File: config.mk
export PLATFORM = sky130hd
export DESIGN_NAME = mux4_rr_scheduler
export DESIGN_NICKNAME = d
export VERILOG_FILES = /design/src/rtl/mux4_rr_scheduler.sv
export SDC_FILE = /design/constraint.sdc
export NUM_CORES = 1
export LEC_CHECK = 0
export ABC_AREA = 1
export BUFFER_PORTS_ARGS = -buffer_cell sky130_fd_sc_hd__buf_2
export CELL_PAD_IN_SITES_DETAIL_PLACEMENT = 1
export CELL_PAD_IN_SITES_GLOBAL_PLACEMENT = 2
export CORE_MARGIN = 2
export CORE_UTILIZATION = 26
export CTS_BUF_LIST = sky130_fd_sc_hd__clkbuf_4 sky130_fd_sc_hd__clkbuf_8
export CTS_CLUSTER_SIZE = 24
export DETAILED_ROUTE_END_ITERATION = 16
export PLACE_DENSITY_LB_ADDON = 0.1
export SLEW_MARGIN = 30
export SYNTH_ARGS = -nofsm -noshare
export SYNTH_HDL_FRONTEND = slang
export SYNTH_SLANG_ARGS = --single-unit
File: constraint.sdc
create_clock -name clk -period 3.55 [get_ports clk]
set_input_delay 0.5325 -clock clk [delete_from_list [all_inputs] [get_ports clk]]
set_output_delay 0.5325 -clock clk [all_outputs]
set_load 0.01 [all_outputs]
File: src/rtl/mux4_rr_scheduler.sv
// rtl/mux4_rr_scheduler.sv - round-robin scheduler owning the select of a shared 4:1 mux with a registered output slot
module mux4_rr_scheduler #(
   parameter int WIDTH = 4
) (
   input  logic             clk,
   input  logic             rst,
   input  logic [3:0]       req,
   input  logic [WIDTH-1:0] d0,
   input  logic [WIDTH-1:0] d1,
   input  logic [WIDTH-1:0] d2,
   input  logic [WIDTH-1:0] d3,
   output logic [3:0]       ack,
   output logic [1:0]       sel,
   output logic             out_valid,
   input  logic             out_ready,
   output logic [WIDTH-1:0] out_data,
   output logic [1:0]       out_sel
);

   // The output slot is either empty or holding one word; out_valid is the state.
   typedef enum logic [0:0] {
      ST_EMPTY = 1'b0,
      ST_FULL  = 1'b1
   } state_t;

   state_t           state_q, state_d;
   logic [1:0]       ptr_q, ptr_d;
   logic [WIDTH-1:0] data_q, data_d;
   logic [1:0]       osel_q, osel_d;

   logic             slot_free;
   logic             grant;
   logic             found;
   logic [1:0]       win;
   logic [1:0]       idx;
   logic [WIDTH-1:0] mux_data;

   assign out_valid = (state_q == ST_FULL);
   assign out_data  = data_q;
   assign out_sel   = osel_q;

   // A word can be taken whenever the slot is empty or is being drained this cycle.
   assign slot_free = !out_valid || out_ready;
   assign grant     = slot_free && (|req) && !rst;

   // Rotating-priority search starting at the pointer; the first pending requester wins.
   always_comb begin
      found = 1'b0;
      win   = ptr_q;
      idx   = 2'd0;
      for (int k = 0; k < 4; k++) begin
         idx = ptr_q + 2'(k);
         if (!found && req[idx]) begin
            found = 1'b1;
            win   = idx;
         end
      end
   end

   // The shared 4:1 datapath mux, steered by the winner.
   always_comb begin
      mux_data = d0;
      case (win)
         2'd0: mux_data = d0;
         2'd1: mux_data = d1;
         2'd2: mux_data = d2;
         2'd3: mux_data = d3;
         default: mux_data = d0;
      endcase
   end

   // Handshake outputs: ack only accompanies an actual capture; sel parks on out_sel otherwise.
   always_comb begin
      ack = 4'b0000;
      sel = osel_q;
      if (grant) begin
         ack = 4'b0001 << win;
         sel = win;
      end
   end

   // Next-state for the output slot and the priority pointer.
   always_comb begin
      state_d = state_q;
      ptr_d   = ptr_q;
      data_d  = data_q;
      osel_d  = osel_q;
      case (state_q)
         ST_EMPTY: begin
            if (grant) begin
               state_d = ST_FULL;
               data_d  = mux_data;
               osel_d  = win;
               ptr_d   = win + 2'd1;
            end
         end
         ST_FULL: begin
            if (grant) begin
               // Drain and refill in the same cycle: no bubble.
               state_d = ST_FULL;
               data_d  = mux_data;
               osel_d  = win;
               ptr_d   = win + 2'd1;
            end else if (out_ready) begin
               state_d = ST_EMPTY;
            end
         end
         default: state_d = ST_EMPTY;
      endcase
   end

   // State registers; reset discards any pending word and restarts priority at requester 0.
   always_ff @(posedge clk) begin
      if (rst) begin
         state_q <= ST_EMPTY;
         ptr_q   <= 2'd0;
         data_q  <= '0;
         osel_q  <= 2'd0;
      end else begin
         state_q <= state_d;
         ptr_q   <= ptr_d;
         data_q  <= data_d;
         osel_q  <= osel_d;
      end
   end

endmodule

## Yosys cells after proc, flatten, opt, wreduce, memory -nomap -nowiden

Cells that the tools add are included.

| storage, ports and cells | value |
|---|---|
| bits in registers | 9 |
| output and inout bits | 13 |
| logic and storage cells | 53 |

| cells by class | value |
|---|---|
| $add $sub $neg | 4 |
| $lt $le $gt $ge | 4 |
| equality and inequality tests | 3 |
| shift operators | 1 |
| multiplexer cells | 23 |
| bitwise logic cells | 1 |
| reduce and logical (&&, ||, !) cells | 13 |

Operators with widths:

| kind | number |
|---|---|
| $pmux 4 s4 | 1 |
| $lt 2x3->1 const B | 4 |
| $mux 1 | 10 |
| $mux 2 | 5 |
| $bmux 1 s2 | 4 |
| $mux 4 | 2 |
| $logic_and 1x1->1 | 5 |
| $logic_not 1->1 | 5 |
| $add 2x1->2 const B | 2 |
| $add 2x2->2 const B | 2 |
| $eq 2x2->1 const B | 2 |
| $reduce_or 4->1 | 1 |
| $shl 1x2->4 const A | 1 |
| $eq 2x1->1 const B | 1 |
| $logic_not 2->1 | 1 |
| $pmux 1 s2 | 1 |
| $logic_or 1x1->1 | 1 |
| $not 1->1 | 1 |

## Longest topological paths before layout

Gate-level depths: netlist of the first run.

| depth | value |
|---|---|
| depth in word-level cells | 15 |
| gate-level depth with buffers | 16 |
| depth with buffers taken out | 16 |

## Worst setup path after synthesis of the first run

OpenSTA, ideal clock, no wires.

| timing path | value |
|---|---|
| path type | input to output |
| start | in req[3] |
| end | out ack[2] |
| arrival | 1699 ps |
| setup slack | 1319 ps |
| cell stages on the path | 14 |
| buffers on the path | 0 |
| path through | inv_1 nand2_1 nand3_1 nand2_1 nand3_1 nand2_1 nand2_1 nand2_1 nand2_1 nand2_1 inv_1 ha_1 inv_1 nor2_1 |

| on the way | value |
|---|---|
| cells in the longest elaborated chain, start to end | 14 |

Ends and longest elaborated chain:

| what | line | text |
|---|---|---|
| from (decl) | 7 | `input logic [3:0] req,` |
| $bmux 1 s2 | 53 | `if (!found && req[idx]) begin` |
| $mux 1 (implied by the code) | 53 |  |
| $mux 1 | 53 |  |
| $logic_not 1->1 | 53 |  |
| $logic_and 1x1->1 | 53 |  |
| $mux 1 | 53 |  |
| $logic_not 1->1 | 53 |  |
| $logic_and 1x1->1 | 53 |  |
| $mux 1 | 53 |  |
| $logic_not 1->1 | 53 |  |
| $logic_and 1x1->1 | 53 |  |
| $mux 2 | 53 |  |
| $shl 1x2->4 | 77 | `ack = 4'b0001 << win;` |
| $mux 4 (*) | 76 | `if (grant) begin` |
| to (decl) | 12 | `output logic [3:0] ack,` |

Every way passes the cells marked *; elsewhere a longest branch is shown, timed or not. The select of a mux whose other input is x is not followed.

## Worst setup path after layout of the first run

| timing path | value |
|---|---|
| start | reg ptr_q[0] |
| end | out ack[2] |

| on the way | value |
|---|---|
| cells in the longest elaborated chain, start to end | 14 |

Ends and longest elaborated chain:

| what | line | text |
|---|---|---|
| from (decl) | 27 | `logic [1:0] ptr_q, ptr_d;` |
| from (signal assigned) | 121 | `ptr_q <= ptr_d;` |
| branches (longest 11 deep; another with $add 2x1->2) | - |  |
| $mux 2 (*) | 53 |  |
| $shl 1x2->4 (*) | 77 |  |
| $mux 4 (*) | 76 |  |

Every way passes the cells marked *. The select of a mux whose other input is x is not followed.

==> flow_summary.ini, run 1 <==
[power_and_ir_drop]
cell_internal_pwr_uw = 346
power.sequential.fraction = 0.207
total_leakage_power_uw = 0.000589
clock_power_share = 0.130
switching_share = 0.501
power_density_mw_per_mm2 = 627
max-vdd-ir-drop_mv = 0.145
power.combinational.fraction = 0.663
p_switching_uw = 348

[timing]
timing.fmax_mhz = 312
finalClockSkew_ns = 0.00675
min_period_ns = 3.21
timing.setup.tns_ns = 0
worst_pin_slew_ns = 0.835
postLayoutSetupSlackWorst_ns = 0.340
whs_ns = 0.491
layout_worst_path_cycle_share = 0.904
finalSetupViolCount = 0
worst_relative_slew_slack = 0.440
drv_slew = 0
hold_violations = 0
setup_repair_after_global_routing_missed_its_margin = no

[layout]
finalNetCount = 205
layout.filler_cells = 463
drive_above_1_share = 0.381
n_antenna_cell = 0
finish.utilization = 0.337
area_delta_synth_final_pct = 27.0

[synth]
avg_cell_area_syn_um2 = 6.18
synthMostInstantiatedCell = nand2_1
syn-num-nets = 169
yosys.area.top_type_share = 0.250
post_synth_instance_area_um2 = 871
synth_cell_type_count = 24
yosys-top-cells-count = 58 x nand2_1, 14 x inv_1, 12 x nand2_2, 9 x dfxtp_1, 9 x nor2_1
synth_sequential_area_ratio = 0.207
count_of_mapped_cells_out_of_synthesis = 141
synth-edff-count = 0
top_cells_by_area_synth = nand2_1 25%, dfxtp_1 21%, nand2_2 8.6%, ha_1 7.2%, inv_1 6.0%
synth-seq-cells = 9
post-synth-top-area-cell = nand2_1
yosys_warnings = 0
share_of_async_settable_or_async_resettable_flops_after_synthesis = 0
ys_dominant_reg_cell = dfxtp_1

[placed_design]
dp_hpwl_mm = 2.07
gp_congestion = 0.726
pre_cts_ws_ns = 0.602
placement.io_buffers = 35

[global_route]
grt_use_total = 0.146
grt_pass1_vias = 947
gr-total-overflow = 0
maximum_number_of_pins_on_one_net_before_global_route_repair = 15
antenna_found_initial = 0
grt_pass1_wl_mm = 4.12

[die]
placeableCoreArea_mm2 = 0.00328
dieHeight_um = 61.9
placement_rows = 21
fp.dieArea_mm2 = 0.00383
chipWidth_um = 61.9
initial_utilization = 0.265
floorplan.io_pins = 36

[clocking]
cts_resized = 0
cts_inserted_buffers = 3
cts_hold_repair_buffers = 0
worst_setup_hold_path_clk_slew_ns = 0.07
cts_setup_buffers = 0
cts_root_buffer = clkbuf_4
ctsHtreeMaxLevel = 1
tritoncts = yes
clock_sinks = 9
worstSkewPairLatency_ns = 0.27
clock_tree.buffer_depth = 2

[worst_setup_path]
start_kind = flip-flop
worstPathArrival_ns = 2.68
cp-end-kind = output port
highest_fanout_seen_on_the_critical_path = 13
worst-endpoint-required_ns = 3.02
type_of_the_worst_setup_path = reg2out

[min_path]
holdCritPathClass = reg2reg

[route]
drt-pass1-iter-count = 3
drcViolationCount = 0
vias_per_cell = 4.46
post_drt_wl_per_cell_um = 11.0
detail_route.wirelength_mm = 2.44
vias = 990
drt_first_iter_violations = 27
drtAntennaViolNets = 0

[flow_run]
total_of_max_cap_violations = 0

[run_status]
run_status = finished, final reports clean
[path summary, 6_finish.rpt]
| path | from | end | slack (ns) | depth (start not counted) |
|---|---|---|---|---|
| max | ptr_q[0] | ack[2] | 0.34 | 16 |
| min | out_data[3] | out_data[3] | 0.49 | 2 |
| max reg2reg | ptr_q[0] | out_data[1] | 0.77 | 16 |
| min reg2reg | out_data[3] | out_data[3] | 0.49 | 2 |
[area by class of cell]
cell class / instances / area [um2] / area share
Clock buffer: 4 / 30.0 / 0.0271
Tap cell: 46 / 57.6 / 0.0520
Multi-Input combinational cell: 111 / 599 / 0.542
Sequential cell: 9 / 180 / 0.163
Timing Repair Buffer: 35 / 175 / 0.158
Inverter: 17 / 63.8 / 0.0577
[layout by cell type (no fill, tap or decap), drive strengths merged]
cell type  netlist  layout
o21ai            1       1
a311oi           4       4
nand3            8       8
inv             17      17
o31ai            1       1
buf              4      35
nand4            1       1
nor3             1       1
nor2            10      10
nand2           71      71
nor4             1       1
a31o             4       4
o21bai           1       1
a21oi            3       3
clkbuf           0       4
dfxtp            9       9
ha               5       5
[registers in the layout, summed over array words and instances, names as in the netlist]
signal     cells
out_data       4
out_sel        2
ptr_q          2
out_valid      1
[worst max-delay path: stages (launching register included)]
cell	delay, ns
dfxtp_1	0.67
inv_2	0.21
nand2_1	0.13
nand2_1	0.06
nand2_1	0.05
nand2_1	0.11
nand3_1	0.13
nand2_1	0.06
nand2_1	0.05
nand2_1	0.04
nand2_1	0.08
nand2_1	0.13
inv_1	0.11
ha_1	0.25
inv_1	0.07
nor2_1	0.10
buf_2	0.15
[cell families after synthesis]
group	count (synthesis)	synth area share
AOI/OAI and AO/OA	14	0.138
adders and majority gates	5	0.0718
DFF	9	0.207
and+or+nand+nor	92	0.478
buffers and inverters	21	0.105
[per-stage QoR]
step	std cells	cell area, um2	total power, uW
finish	222	1110	694
global route	222	1110	782
CTS	222	1110	713
detailed placement	218	1080	617
global placement	218	1080	613
floorplan	141	871	491
[power by group through the flow]
stage	Sequential (uW)	Combinational, uW	Clock [uW]
floorplan	143	348	0
global placement	147	466	0
detailed placement	147	470	0
CTS	144	472	96.9
global route	148	532	102
finish	144	460	90.3
[layer usage]
metal,wire length (um),track usage
met1,1210,0.196
met2,1140,0.235
met3,96,0.0497
met4,0,0.0182
met5,0,0
(Power assumes the default switching activity.)
==> inputs of run 2 (changes only) <==
PLACE_DENSITY = 0.91   (was default)
PLACE_DENSITY_LB_ADDON = default   (was 0.1)
==> run 2 against run 1 <==
  * Die area stayed put
  * Via count up 2.4%
  * Wire length increased by 8.4%
  * Cell count unchanged
  * Total power up 2.1%
  * Core utilization did not move
  * Clock skew decreased by 0.0029 ns
  * Sequential share of layout area unchanged
  * Setup slack better by 0.048 ns
  * Clock-buffer cell count stayed put
  * Register-to-register slack is essentially flat
  * Clock power is 0.4% higher
  * Critical endpoint is now ack[3]
  * Largest power group unchanged
==> flow_summary.ini, run 2 (synthesis gave the netlist of run 1 again) <==
[run_status]
run_status = finished, final reports clean

[placed_design]
placement.io_buffers = 35
gp_congestion = 0.706
number_of_cells_in_the_design_after_placement = 218
dp_hpwl_mm = 2.18
placedInstanceArea_mm2 = 0.00108

[timing]
worst_relative_slew_slack = 0.413
setup_repair_after_global_routing_missed_its_margin = no
timing.setup.tns_ns = 0
finalSetupViolCount = 0
finalClockSkew_ns = 0.00388
drv_slew = 0
hold_violations = 0
layout_worst_path_cycle_share = 0.891
min_period_ns = 3.16
worst_pin_slew_ns = 0.876
timing.fmax_mhz = 316
whs_ns = 0.512

[clocking]
cts_setup_buffers = 0
cts_inserted_buffers = 3
worst_setup_hold_path_clk_slew_ns = 0.07
worstSkewPairLatency_ns = 0.26
clock_sinks = 9
tritoncts = yes
cts_root_buffer = clkbuf_4
cts_hold_repair_buffers = 0
clock_tree.buffer_depth = 2
cts_resized = 0
ctsHtreeMaxLevel = 1

[power_and_ir_drop]
power_density_mw_per_mm2 = 640
total_leakage_power_uw = 0.000589
max-vdd-ir-drop_mv = 0.232

[die]
fp.dieArea_mm2 = 0.00383
chipWidth_um = 61.9
placement_rows = 21
placeableCoreArea_mm2 = 0.00328
dieHeight_um = 61.9
floorplan.io_pins = 36
initial_utilization = 0.265

[worst_setup_path]
start_kind = flip-flop
reg2reg_depth = 16
worst_reg2reg_path_startpoint = ptr_q[0]
highest_fanout_seen_on_the_critical_path = 13
worst-endpoint-required_ns = 3.02
crit-reg2reg-capture = out_data[2]
cp-end-kind = output port
type_of_the_worst_setup_path = reg2out
regToRegSetupSlack_ns = 0.76
worstPathArrival_ns = 2.63

[layout]
finish.cell_count_without_fillers = 222
most_common_library_cell_in_the_layout_ignoring_fill_and_taps = nand2_1
finalNetCount = 205
finish.instance_area_mm2 = 0.00111
area_delta_synth_final_pct = 27.0
layout_common_cells = 58 x nand2_1, 35 x buf_2, 14 x inv_1, 12 x nand2_2
drive_above_1_share = 0.381
layout.filler_cells = 464
n_antenna_cell = 0
largest_register_ffs = 4

[route]
vias = 1014
vias_per_cell = 4.57
drcViolationCount = 0
drt_first_iter_violations = 40
detail_route.wirelength_mm = 2.65
drt-pass1-iter-count = 4
drtAntennaViolNets = 0
post_drt_wl_per_cell_um = 11.9

[global_route]
maximum_number_of_pins_on_one_net_before_global_route_repair = 15
grt_use_total = 0.145
grt_pass1_wl_mm = 4.12
grt_pass1_vias = 955
antenna_found_initial = 0
gr-total-overflow = 0

[min_path]
holdPathEnd = out_data[0]
worstHoldStart = out_data[0]
min_path_cells = 2
holdCritPathClass = reg2reg

[flow_run]
total_of_max_cap_violations = 0
run 2: final cells by class:
class,count,area (um2),area share
Multi-Input combinational cell,111,599,0.542
Sequential cell,9,180,0.163
Timing Repair Buffer,35,175,0.158
Inverter,17,63.8,0.0577
Tap cell,46,57.6,0.0520
Clock buffer,4,30.0,0.0271
run 2: worst max-delay path: stages (launching register included):
cell and delay, ns:
dfxtp_1 0.64, inv_2 0.20, nand2_1 0.13, nand2_1 0.06, nand2_1 0.05, nand2_1 0.10, nand3_1 0.12, nand2_1 0.06
nand2_1 0.05, nand2_1 0.05, nand2_1 0.09, nand2_1 0.12, inv_1 0.11, ha_1 0.28, inv_1 0.07, nor2_1 0.09
buf_2 0.14
run 2: power breakdown:
| group | switching, uW | total [uW] | internal, uW |
|---|---|---|---|
| combinational | 298 | 473 | 175 |
| clock | 39.7 | 90.7 | 51.1 |
| sequential | 24.1 | 145 | 121 |
run 2: worst max-delay path by stage:
stage	cells past startpoint	to	from
CTS	16	ack[3]	ptr_q[0]
detailed placement	16	ack[3]	ptr_q[0]
finish	16	ack[3]	ptr_q[0]
global placement	14	ack[3]	ptr_q[0]
global route	16	ack[2]	ptr_q[0]
floorplan	14	ack[2]	req[3]
run 2: per-stage QoR:
stage / util / power [uW] / setup slack [ns]
2_1_floorplan: - / 491 / 1.32
5_1_grt: 0.337 / 777 / 0.0873
3_5_place_dp: 0.328 / 623 / 0.619
6_report: 0.337 / 708 / 0.388
3_3_place_gp: 0.328 / 606 / 0.751
4_1_cts: 0.337 / 718 / 0.325
run 2: layer usage:
metal | part of all wire | track usage | vias up
met5 | 0 | 0 | -
li1 | - | - | 513
met1 | 0.44 | 0.172 | 468
met2 | 0.52 | 0.272 | 31
met4 | 0.0053 | 0.0365 | 0
met3 | 0.039 | 0.0186 | 2
==> inputs of run 3 (changes only) <==
REMOVE_ABC_BUFFERS = 1   (was default)
==> run 3 against run 2 <==
  * Non-clock buffer count stayed put
  * Worst hold slack worse by 0.013 ns
  * Combinational power is 0.8% lower
  * Final area stayed put
  * Critical endpoint is now ack[2]
  * Largest power group unchanged
  * Highest routed layer unchanged
==> flow_summary.ini, run 3 (synthesis gave the netlist of run 1 again) <==
[run_status]
run_status = finished, final reports clean

[clocking]
cts_resized = 0
clock_sinks = 9
clock_tree.buffer_depth = 2
worst_setup_hold_path_clk_slew_ns = 0.06
ctsHtreeMaxLevel = 1
worstSkewPairLatency_ns = 0.27
cts_hold_repair_buffers = 0
tritoncts = yes
cts_root_buffer = clkbuf_4
cts_inserted_buffers = 3
cts_setup_buffers = 0

[placed_design]
dp_hpwl_mm = 2.08
number_of_cells_in_the_design_after_placement = 218
placedInstanceArea_mm2 = 0.00108
gp_congestion = 0.742
placement.io_buffers = 35

[worst_setup_path]
highest_fanout_seen_on_the_critical_path = 13
worst-endpoint-required_ns = 3.02
start_kind = flip-flop
worstPathArrival_ns = 2.64
worst_reg2reg_path_startpoint = ptr_q[0]
cp-end-kind = output port
critical_path_launch_point = ptr_q[0]
type_of_the_worst_setup_path = reg2out

[timing]
setup_repair_after_global_routing_missed_its_margin = no
drv_slew = 0
whs_ns = 0.499
finalClockSkew_ns = 0.00213
worst_relative_slew_slack = 0.464
min_period_ns = 3.17
finalSetupViolCount = 0
hold_violations = 0
timing.fmax_mhz = 315
timing.setup.tns_ns = 0
layout_worst_path_cycle_share = 0.894
worst_pin_slew_ns = 0.800

[die]
fp.dieArea_mm2 = 0.00383
floorplan.io_pins = 36
initial_utilization = 0.265
chipWidth_um = 61.9
placement_rows = 21
dieHeight_um = 61.9
placeableCoreArea_mm2 = 0.00328

[layout]
drive_above_1_share = 0.381
finish.utilization = 0.337
largest_register_ffs = 4
finalNetCount = 205
most_common_library_cell_in_the_layout_ignoring_fill_and_taps = nand2_1
layout_common_cells = 58 x nand2_1, 35 x buf_2, 14 x inv_1, 12 x nand2_2
layout.filler_cells = 469
n_antenna_cell = 0
area_delta_synth_final_pct = 27.0
finish.cell_count_without_fillers = 222
finish.instance_area_mm2 = 0.00111

[global_route]
maximum_number_of_pins_on_one_net_before_global_route_repair = 15
grt_pass1_wl_mm = 4.08
grt_use_total = 0.142
grt_pass1_vias = 978
antenna_found_initial = 0
gr-total-overflow = 0

[power_and_ir_drop]
power_density_mw_per_mm2 = 635
power.combinational.fraction = 0.668
cell_internal_pwr_uw = 348
p_switching_uw = 354
power.sequential.fraction = 0.205
switching_share = 0.504
max-vdd-ir-drop_mv = 0.188
clock_power_share = 0.127
total_leakage_power_uw = 0.000589

[flow_run]
total_of_max_cap_violations = 0

[min_path]
holdCritPathClass = reg2reg
worstHoldStart = out_data[2]

[route]
drtAntennaViolNets = 0
drt-pass1-iter-count = 3
drcViolationCount = 0
vias_per_cell = 4.45
detail_route.wirelength_mm = 2.52
drt_first_iter_violations = 35
vias = 989
post_drt_wl_per_cell_um = 11.4
==> run 3: cell counts in the layout (fill, tap and decap cells not counted) <==
Identical to the previous run, type by type.
==> run 3: cell type report <==
cell class	count	area, um2	share of cell area
Tap cell	46	57.6	0.0520
Inverter	17	63.8	0.0577
Timing Repair Buffer	35	175	0.158
Clock buffer	4	30.0	0.0271
Multi-Input combinational cell	111	599	0.542
Sequential cell	9	180	0.163
==> run 3: worst paths after layout <==
path                                     to  slack [ns]  depth (start not counted)
worst max-delay path                 ack[2]        0.38                         14
worst min-delay path            out_data[2]        0.50                          2
worst max register to register  out_data[1]        0.79                         14
worst min register to register  out_data[2]        0.50                          2
==> run 3: through the flow <==
stage / setup slack (ns) / total power [uW]
5_1_grt: 0.0835 / 784
3_3_place_gp: 0.667 / 606
4_1_cts: 0.316 / 716
3_5_place_dp: 0.628 / 619
6_report: 0.376 / 702
2_1_floorplan: 1.13 / 482
==> run 3: power by group through the flow <==
stage / sequential [uW] / clock [uW] / combinational, uW
after global placement: 146 / 0 / 460
final: 144 / 89.4 / 469
after global routing: 147 / 98.9 / 538
after floorplan: 147 / 0 / 335
after CTS: 144 / 94.1 / 478
after detailed placement: 146 / 0 / 473
==> run 3: critical path, cell delays in order, from the launching register on <==
cell and delay [ns]:
dfxtp_1 0.67, inv_2 0.21, nand2_1 0.13, nand3_1 0.09, nand2_2 0.11, nand3_2 0.10
nand3_1 0.11, nand2_1 0.05, nand2_1 0.09, nand2_1 0.12, inv_1 0.10, ha_1 0.27
inv_1 0.06, nor2_1 0.10, buf_2 0.14
==> run 3: routing by layer <==
layer / vias up / global-route usage / routed length, um
met5: - / 0 / 0
met4: 0 / 0.0365 / 15
met3: 2 / 0.0290 / 112
met2: 29 / 0.268 / 1320
met1: 442 / 0.163 / 1080
li1: 516 / - / -
